### src/rtl/fetch_if.sv
// fetch_if: fetch-unit bus bundle covering the instruction-memory handshake,
// the decode-side buffer head, the branch redirect and the in-flight count.
interface fetch_if #(
    parameter int ADDR_WIDTH  = 64,
    parameter int INSTR_WIDTH = 32,
    parameter int FIFO_DEPTH  = 4
);
    localparam int CNT_W = $clog2(FIFO_DEPTH) + 1;

    logic                   imem_req_valid;
    logic                   imem_req_ready;
    logic [ADDR_WIDTH-1:0]  imem_addr;
    logic                   imem_rsp_valid;
    logic [INSTR_WIDTH-1:0] imem_rsp_data;
    logic                   instr_valid;
    logic                   instr_ready;
    logic [INSTR_WIDTH-1:0] instr;
    logic [ADDR_WIDTH-1:0]  instr_pc;
    logic                   redirect_valid;
    logic [ADDR_WIDTH-1:0]  redirect_base;
    logic [ADDR_WIDTH-1:0]  redirect_offset;
    logic [CNT_W-1:0]       outstanding;

    // Fetch unit side
    modport master (
        output imem_req_valid, imem_addr, instr_valid, instr, instr_pc, outstanding,
        input  imem_req_ready, imem_rsp_valid, imem_rsp_data, instr_ready,
               redirect_valid, redirect_base, redirect_offset
    );

    // Memory / decode / branch-unit side
    modport slave (
        input  imem_req_valid, imem_addr, instr_valid, instr, instr_pc, outstanding,
        output imem_req_ready, imem_rsp_valid, imem_rsp_data, instr_ready,
               redirect_valid, redirect_base, redirect_offset
    );
endinterface

### src/rtl/fetch_unit.sv
// fetch_unit: owns the PC, issues credit-limited fetch requests, buffers
// in-order responses for decode and handles taken-branch redirects by
// flushing the buffer and dropping responses to stale requests.
module fetch_unit #(
    parameter int                    ADDR_WIDTH   = 64,
    parameter int                    INSTR_WIDTH  = 32,
    parameter int                    FIFO_DEPTH   = 4,
    parameter logic [ADDR_WIDTH-1:0] RESET_VECTOR = '0
) (
    input  logic    clk,
    input  logic    reset_n,
    fetch_if.master bus
);
    localparam int               PTR_W   = $clog2(FIFO_DEPTH);
    localparam int               CNT_W   = PTR_W + 1;
    localparam logic [CNT_W+1:0] DEPTH_W = (CNT_W+2)'(FIFO_DEPTH);

    logic [ADDR_WIDTH-1:0]  pc_q, pc_d;
    logic [CNT_W-1:0]       out_q, out_d;
    logic [CNT_W-1:0]       drop_q, drop_d;
    logic [CNT_W-1:0]       count_q, count_d;
    logic [PTR_W-1:0]       rd_q, rd_d;
    logic [PTR_W-1:0]       wr_q, wr_d;
    logic [INSTR_WIDTH-1:0] data_q [FIFO_DEPTH];
    logic [ADDR_WIDTH-1:0]  tag_q  [FIFO_DEPTH];

    logic                         req_valid;
    logic                         head_valid;
    logic                         accept;
    logic                         rsp_live;
    logic                         rsp_drop;
    logic                         pop;
    logic [CNT_W+1:0]             in_use;
    logic [PTR_W-1:0]             tag_idx;
    logic signed [ADDR_WIDTH-1:0] target;

    // Credit check, handshake qualifiers and branch target arithmetic
    always_comb begin
        in_use     = (CNT_W+2)'(out_q) + (CNT_W+2)'(count_q) + (CNT_W+2)'(drop_q);
        // Every live request owns a future buffer slot, so a response never
        // needs backpressure; stale requests still hold credit until dropped.
        req_valid  = reset_n && (in_use < DEPTH_W) && !bus.redirect_valid;
        head_valid = (count_q != '0);
        accept     = req_valid && bus.imem_req_ready;
        rsp_live   = bus.imem_rsp_valid && (drop_q == '0);
        rsp_drop   = bus.imem_rsp_valid && (drop_q != '0);
        pop        = head_valid && bus.instr_ready;
        // Live requests occupy the slots just past the buffered entries; the
        // new one goes right after them, so its PC tag is parked there now.
        tag_idx    = wr_q + out_q[PTR_W-1:0];
        target     = $signed(bus.redirect_base) + ($signed(bus.redirect_offset) <<< 2);
    end

    assign bus.imem_req_valid = req_valid;
    assign bus.imem_addr      = pc_q;
    assign bus.instr_valid    = head_valid;
    assign bus.instr          = head_valid ? data_q[rd_q] : '0;
    assign bus.instr_pc       = head_valid ? tag_q[rd_q] : '0;
    assign bus.outstanding    = out_q;

    // Next-state for PC, buffer pointers and request counters
    always_comb begin
        pc_d    = pc_q;
        rd_d    = rd_q;
        wr_d    = wr_q;
        count_d = count_q;
        out_d   = out_q;
        drop_d  = drop_q;
        if (bus.redirect_valid) begin
            pc_d    = {target[ADDR_WIDTH-1:2], 2'b00};
            rd_d    = '0;
            wr_d    = '0;
            count_d = '0;
            out_d   = '0;
            // Everything still in flight becomes stale, including responses
            // already owed to an earlier redirect; a response consumed this
            // cycle is no longer in flight.
            drop_d  = drop_q - CNT_W'(rsp_drop) + out_q - CNT_W'(rsp_live);
        end else begin
            if (accept) begin
                pc_d = pc_q + ADDR_WIDTH'(4);
            end
            rd_d    = rd_q + PTR_W'(pop);
            wr_d    = wr_q + PTR_W'(rsp_live);
            count_d = count_q + CNT_W'(rsp_live) - CNT_W'(pop);
            out_d   = out_q + CNT_W'(accept) - CNT_W'(rsp_live);
            drop_d  = drop_q - CNT_W'(rsp_drop);
        end
    end

    // Control state registers
    always_ff @(posedge clk or negedge reset_n) begin
        if (!reset_n) begin
            pc_q    <= RESET_VECTOR;
            rd_q    <= '0;
            wr_q    <= '0;
            count_q <= '0;
            out_q   <= '0;
            drop_q  <= '0;
        end else begin
            pc_q    <= pc_d;
            rd_q    <= rd_d;
            wr_q    <= wr_d;
            count_q <= count_d;
            out_q   <= out_d;
            drop_q  <= drop_d;
        end
    end

    // Buffer storage: instruction words on live responses, PC tags on accept
    always_ff @(posedge clk) begin
        if (rsp_live && !bus.redirect_valid) begin
            data_q[wr_q] <= bus.imem_rsp_data;
        end
        if (accept) begin
            tag_q[tag_idx] <= pc_q;
        end
    end
endmodule

### src/flat_wrapper.sv
// flat-port wrapper written by rule: the top's interface ports become plain ports
module fetch_unit_flat 
#(
    parameter int                    ADDR_WIDTH   = 64,
    parameter int                    INSTR_WIDTH  = 32,
    parameter int                    FIFO_DEPTH   = 4,
    parameter logic [ADDR_WIDTH-1:0] RESET_VECTOR = '0
)
  (clk, reset_n, bus_imem_req_valid, bus_imem_addr, bus_instr_valid, bus_instr, bus_instr_pc, bus_outstanding, bus_imem_req_ready, bus_imem_rsp_valid, bus_imem_rsp_data, bus_instr_ready, bus_redirect_valid, bus_redirect_base, bus_redirect_offset);
  fetch_if #(.ADDR_WIDTH(ADDR_WIDTH), .INSTR_WIDTH(INSTR_WIDTH), .FIFO_DEPTH(FIFO_DEPTH)) bus_i ();
  input  logic clk;
  input  logic reset_n;
  output wire logic [$bits(bus_i.imem_req_valid)-1:0] bus_imem_req_valid;
  output wire logic [$bits(bus_i.imem_addr)-1:0] bus_imem_addr;
  output wire logic [$bits(bus_i.instr_valid)-1:0] bus_instr_valid;
  output wire logic [$bits(bus_i.instr)-1:0] bus_instr;
  output wire logic [$bits(bus_i.instr_pc)-1:0] bus_instr_pc;
  output wire logic [$bits(bus_i.outstanding)-1:0] bus_outstanding;
  input wire logic [$bits(bus_i.imem_req_ready)-1:0] bus_imem_req_ready;
  input wire logic [$bits(bus_i.imem_rsp_valid)-1:0] bus_imem_rsp_valid;
  input wire logic [$bits(bus_i.imem_rsp_data)-1:0] bus_imem_rsp_data;
  input wire logic [$bits(bus_i.instr_ready)-1:0] bus_instr_ready;
  input wire logic [$bits(bus_i.redirect_valid)-1:0] bus_redirect_valid;
  input wire logic [$bits(bus_i.redirect_base)-1:0] bus_redirect_base;
  input wire logic [$bits(bus_i.redirect_offset)-1:0] bus_redirect_offset;
  assign bus_imem_req_valid = bus_i.imem_req_valid;
  assign bus_imem_addr = bus_i.imem_addr;
  assign bus_instr_valid = bus_i.instr_valid;
  assign bus_instr = bus_i.instr;
  assign bus_instr_pc = bus_i.instr_pc;
  assign bus_outstanding = bus_i.outstanding;
  assign bus_i.imem_req_ready = bus_imem_req_ready;
  assign bus_i.imem_rsp_valid = bus_imem_rsp_valid;
  assign bus_i.imem_rsp_data = bus_imem_rsp_data;
  assign bus_i.instr_ready = bus_instr_ready;
  assign bus_i.redirect_valid = bus_redirect_valid;
  assign bus_i.redirect_base = bus_redirect_base;
  assign bus_i.redirect_offset = bus_redirect_offset;
  fetch_unit #(.ADDR_WIDTH(ADDR_WIDTH), .INSTR_WIDTH(INSTR_WIDTH), .FIFO_DEPTH(FIFO_DEPTH), .RESET_VECTOR(RESET_VECTOR)) u_core (.clk(clk), .reset_n(reset_n), .bus(bus_i));
endmodule
### config.mk
export PLATFORM = sky130hd
export DESIGN_NAME = fetch_unit_flat
export DESIGN_NICKNAME = d
export VERILOG_FILES = /design/src/rtl/fetch_if.sv /design/src/rtl/fetch_unit.sv /design/src/flat_wrapper.sv
export SDC_FILE = /design/constraint.sdc
export NUM_CORES = 1
export LEC_CHECK = 0
export ABC_AREA = 1
export CAP_MARGIN = 20
export CORE_MARGIN = 2
export CORE_UTILIZATION = 55
export CTS_CLUSTER_SIZE = 12
export DETAILED_ROUTE_END_ITERATION = 10
export PLACE_DENSITY = 0.81
export SETUP_SLACK_MARGIN = 0.4
export SYNTH_ARGS = -nofsm -noshare
export SYNTH_HDL_FRONTEND = slang
export SYNTH_SLANG_ARGS = --single-unit
### constraint.sdc
create_clock -name clk -period 8.6 [get_ports clk]
set_input_delay 0.86 -clock clk [delete_from_list [all_inputs] [get_ports clk]]
set_output_delay 0.86 -clock clk [all_outputs]
set_load 0.03 [all_outputs]
==> flow_results.xml <==
<?xml version="1.0" encoding="UTF-8"?>
<metrics>
  <group name="min_path">
    <metric name="worstHoldPathType" unit="">in2async</metric>
  </group>
  <group name="synth">
    <metric name="synth_async_sr_flop_share" unit="%">16.6</metric>
    <metric name="post_synthesis_adder_cell_area_fraction" unit="%">4.21</metric>
    <metric name="main_combinational_cell_family_by_area_after_synthesis" unit="">simple AND/OR/NAND/NOR gates</metric>
    <metric name="synth_top_area_share" unit="%">44.2</metric>
    <metric name="most_frequently_used_cell_type_in_the_post_synthesis_netlist" unit="">sky130_fd_sc_hd__nand2_1</metric>
    <metric name="largest_cells_by_area_after_synthesis" unit="">sky130_fd_sc_hd__edfxtp_1, sky130_fd_sc_hd__nand2_1, sky130_fd_sc_hd__nor2_1</metric>
    <metric name="synthesized_area_fraction_occupied_by_ao_oa_aoi_and_oai_cells" unit="%">10.7</metric>
    <metric name="ys.flop_type" unit="">sky130_fd_sc_hd__edfxtp_1</metric>
    <metric name="syn-mean-instance-area" unit="um^2">8.18</metric>
    <metric name="yosys_register_bits" unit="">451</metric>
    <metric name="synthTopCellsByCount" unit="">sky130_fd_sc_hd__nand2_1, sky130_fd_sc_hd__nor2_1, sky130_fd_sc_hd__edfxtp_1</metric>
    <metric name="number_of_enable_type_register_cells_in_the_synthesized_netlist" unit="">376</metric>
    <metric name="synthMuxAreaShare" unit="%">0.0392</metric>
    <metric name="synth_cell_type_count" unit="">53</metric>
    <metric name="xor_xnor_share_of_the_synthesized_area" unit="%">1.51</metric>
    <metric name="synth_simple_gate_area_share" unit="%">24.8</metric>
    <metric name="synth.largest_area_cell" unit="">sky130_fd_sc_hd__edfxtp_1</metric>
    <metric name="synthesis.area" unit="mm^2">0.0256</metric>
    <metric name="synth-warning-count" unit="">0</metric>
    <metric name="syn_inst_count" unit="">3124</metric>
    <metric name="synth_sequential_area_ratio" unit="%">51.5</metric>
  </group>
  <group name="power_and_ir_drop">
    <metric name="pwr-share-comb" unit="%">41.6</metric>
    <metric name="power_frac_clock" unit="%">22.5</metric>
    <metric name="total_leakage_power" unit="nW">12.7</metric>
    <metric name="p_int" unit="mW">4.85</metric>
    <metric name="netSwitchingFraction" unit="%">40.7</metric>
    <metric name="power.density_cell_area" unit="mW/mm^2">266</metric>
    <metric name="total_power" unit="mW">8.18</metric>
    <metric name="switchingPower" unit="mW">3.33</metric>
    <metric name="power.sequential.fraction" unit="%">35.9</metric>
    <metric name="ir_drop" unit="V">0.000279</metric>
  </group>
  <group name="global_routing">
    <metric name="grt_util_met3" unit="%">3.91</metric>
    <metric name="grt_busiest_layer" unit="">met2</metric>
    <metric name="antenna_violations_before_repair" unit="">0</metric>
    <metric name="grt_first_pass_wirelength" unit="um">119000</metric>
    <metric name="grt_use_total" unit="%">32.1</metric>
    <metric name="groute.layer.met2.usage" unit="%">55.0</metric>
    <metric name="grt-ovfl-total" unit="">0</metric>
    <metric name="global_route.usage.met1" unit="%">42.0</metric>
    <metric name="grt_start_max_net_pins" unit="">139</metric>
    <metric name="grt_pass1_vias" unit="">21690</metric>
  </group>
  <group name="sta">
    <metric name="final.period_utilization" unit="%">59.9</metric>
    <metric name="worst_margin_slew" unit="ps">1050</metric>
    <metric name="max_clock_freq" unit="GHz">0.194</metric>
    <metric name="report.final.hold_viol_count" unit="">0</metric>
    <metric name="layout_min_cycle_time" unit="ps">5150</metric>
    <metric name="slew_headroom" unit="%">29.9</metric>
    <metric name="totalNegativeSetupSlack" unit="ps">0</metric>
    <metric name="rsz0062_at_grt" unit="">no</metric>
    <metric name="final-max-slew-violation-count" unit="">0</metric>
    <metric name="setup_viol_count_final" unit="">0</metric>
    <metric name="clock-skew-final" unit="ps">28.9</metric>
  </group>
  <group name="floorplan">
    <metric name="rows" unit="">78</metric>
    <metric name="placeableCoreArea" unit="mm^2">0.0457</metric>
    <metric name="top_level_ports" unit="">331</metric>
    <metric name="die_area" unit="mm^2">0.0482</metric>
    <metric name="chipWidth" unit="um">220</metric>
    <metric name="initial_core_util" unit="%">56.0</metric>
    <metric name="chipHeight" unit="um">220</metric>
  </group>
  <group name="finish">
    <metric name="multi_input_gate_area_in_the_final_layout" unit="mm^2">0.0106</metric>
    <metric name="layout-drive-gt1-share" unit="%">3.83</metric>
    <metric name="finish.cell_count_without_fillers" unit="">4045</metric>
    <metric name="antenna_cells" unit="">0</metric>
    <metric name="final_net_count" unit="">3663</metric>
    <metric name="area_delta_synth_final" unit="%">20.1</metric>
    <metric name="seqCellArea" unit="mm^2">0.0132</metric>
    <metric name="fillerInstances" unit="">3695</metric>
    <metric name="layout.cell_area.non_filler" unit="mm^2">0.0307</metric>
  </group>
  <group name="worst_setup_path">
    <metric name="crit_path_top_delay_cell" unit="">sky130_fd_sc_hd__buf_4</metric>
    <metric name="worst_setup_path_category" unit="">reg2out</metric>
    <metric name="critPathMaxStageDelay" unit="ps">790</metric>
    <metric name="crit-reg2reg-launch" unit="">u_core.bus.outstanding[0]$_DFF_PN0_</metric>
    <metric name="cp_cell_sequence" unit="">buf_4 -&gt; buf_4 -&gt; nor2_1 -&gt; nor2_1 -&gt; o21ai_0 -&gt; a21oi_1 -&gt; clkdlybuf4s50_1</metric>
    <metric name="critical_path_peak_fanout" unit="">78</metric>
    <metric name="cp_data_required_time" unit="ps">7740</metric>
    <metric name="worst_setup_path_start" unit="">u_core.rd_q[0]$_DFF_PN0_</metric>
    <metric name="worst_setup_path_end_kind" unit="">primary output</metric>
    <metric name="timing.critical_path.from_type" unit="">flop</metric>
    <metric name="cp_data_arrival_time" unit="ps">4290</metric>
  </group>
  <group name="run_status">
    <metric name="status" unit="">finished clean</metric>
  </group>
  <group name="routing">
    <metric name="postRouteAntennaNets" unit="">0</metric>
    <metric name="dr.pass1.iters" unit="">5</metric>
    <metric name="avgRoutedWirePerCell" unit="um">19.3</metric>
    <metric name="wirelength" unit="um">78200</metric>
    <metric name="avgViaCountPerCell" unit="">5.62</metric>
    <metric name="dr_total_vias" unit="">22730</metric>
    <metric name="remaining_drc_errors" unit="">0</metric>
    <metric name="1st_iter_drt_viols" unit="">2259</metric>
  </group>
  <group name="clock_tree">
    <metric name="cts_buffer_depth" unit="">3</metric>
    <metric name="cts_hold_repair.buffers" unit="">0</metric>
    <metric name="clk_root_buffer_cell" unit="">sky130_fd_sc_hd__clkbuf_16</metric>
    <metric name="cts_made_buffers" unit="">46</metric>
    <metric name="clkSinkCount" unit="">451</metric>
    <metric name="path_clk_slew" unit="ps">60</metric>
    <metric name="clock_latency_at_the_later_pin_of_the_worst_skew_pair" unit="ps">580</metric>
    <metric name="h_tree_depth_reported_by_cts" unit="">2</metric>
    <metric name="post-cts-setup-buffers" unit="">0</metric>
    <metric name="ctsResizeCount" unit="">0</metric>
    <metric name="clock_tree_from_tritoncts" unit="">built</metric>
  </group>
  <group name="place">
    <metric name="post-dp-hpwl" unit="um">56200</metric>
    <metric name="dpl_cell_area" unit="mm^2">0.0293</metric>
    <metric name="placedCellCount" unit="">3965</metric>
    <metric name="globalplace.congestion" unit="">0.941</metric>
    <metric name="placement.io_buffers" unit="">322</metric>
  </group>
  <group name="flow_run">
    <metric name="cap_violations" unit="">0</metric>
  </group>
</metrics>
[flip-flops by register name, summed over array words and instances, names as in the netlist]
register	flops
u_core.bus.imem_addr	62
u_core.bus.outstanding	3
u_core.count_q	3
u_core.data_q	128
u_core.drop_q	3
u_core.rd_q	2
u_core.tag_q	248
u_core.wr_q	2
[area by class of cell]
cell class | instances | area share (%)
flip-flops and latches | 451 | 42.9
well taps | 600 | 2.44
inverters | 378 | 4.63
multi-input cells | 2195 | 34.6
clock buffers | 70 | 4.07
repair buffers | 342 | 11.0
clock inverters | 9 | 0.363
[final timing paths]
path / end / slack, ps / cells after the start
max in group asynchronous: u_core.bus.imem_addr[57]$_DFFE_PN0P_ / 7300 / 2
min: u_core.bus.imem_addr[2]$_DFFE_PN0P_ / 80 / 1
max: bus_instr_pc[56] / 3450 / 7
max reg2reg: u_core.bus.outstanding[2]$_DFF_PN0_ / 4470 / 15
min reg2reg: u_core.tag_q[2][36]$_DFFE_PP_ / 630 / 0
min in group clk: u_core.tag_q[2][36]$_DFFE_PP_ / 630 / 0
[metrics by stage]
step	utilization, %	hold WS [ps]	worst slack [ps]
floorplan	-	556	1090
global placement	64.2	575	4190
detailed placement	64.2	594	4080
CTS	67.2	61.2	3450
global route	67.2	65.3	3280
finish	67.2	77.3	3450
[cells by family after synthesis]
group,Yosys count
mux,1
fa+ha+maj,83
other cells,1
flops,451
buf+inv,481
simple gates,1534
compound gates,529
xor+xnor,44
[per-layer routing]
layer	share of wire [%]	wire length, um
met5	0	0
met4	3.9	3020
met3	7.6	5920
met2	49	38000
met1	40	31200
[placed cells by master (no fill, tap or decap), types with 8 or more instances in the layout]
master / synthesis / routed
sky130_fd_sc_hd__clkbuf_1: 67 / 23
sky130_fd_sc_hd__nor3_1: 44 / 36
sky130_fd_sc_hd__a21oi_1: 212 / 212
sky130_fd_sc_hd__nand3b_1: 16 / 16
sky130_fd_sc_hd__nor2_1: 609 / 608
sky130_fd_sc_hd__o21ai_0: 269 / 269
sky130_fd_sc_hd__xor2_1: 29 / 29
sky130_fd_sc_hd__o21ai_1: 9 / 9
sky130_fd_sc_hd__ha_1: 78 / 78
sky130_fd_sc_hd__a22oi_1: 9 / 9
sky130_fd_sc_hd__nor3_2: 7 / 15
sky130_fd_sc_hd__edfxtp_1: 376 / 376
sky130_fd_sc_hd__o21bai_1: 13 / 13
sky130_fd_sc_hd__dfrtp_1: 75 / 73
sky130_fd_sc_hd__nand3_1: 127 / 127
sky130_fd_sc_hd__clkdlybuf4s50_1: 0 / 320
sky130_fd_sc_hd__nand2_1: 657 / 657
sky130_fd_sc_hd__nor2_2: 8 / 8
sky130_fd_sc_hd__buf_4: 6 / 20
sky130_fd_sc_hd__clkbuf_16: 0 / 46
sky130_fd_sc_hd__xnor2_1: 15 / 15
sky130_fd_sc_hd__inv_1: 371 / 370
sky130_fd_sc_hd__nand4_1: 30 / 30
[worst max-delay path, delay by kind of cell (launching register included)]
kind                   cells  cell delay [ps]
buffers and inverters      3             2250
and+or+nand+nor            2              220
AOI/OAI and AO/OA          2              420
DFF                        1              750
[power by group through the flow]
stage	sequential (mW)	combinational, mW	clock [mW]
global placement	2.95	3.28	0
CTS	2.92	3.38	1.86
floorplan	2.97	1.96	0
global route	2.96	3.67	1.94
finish	2.93	3.40	1.84
detailed placement	2.97	3.36	0
Note: power is estimated with default switching activity, not from simulation.
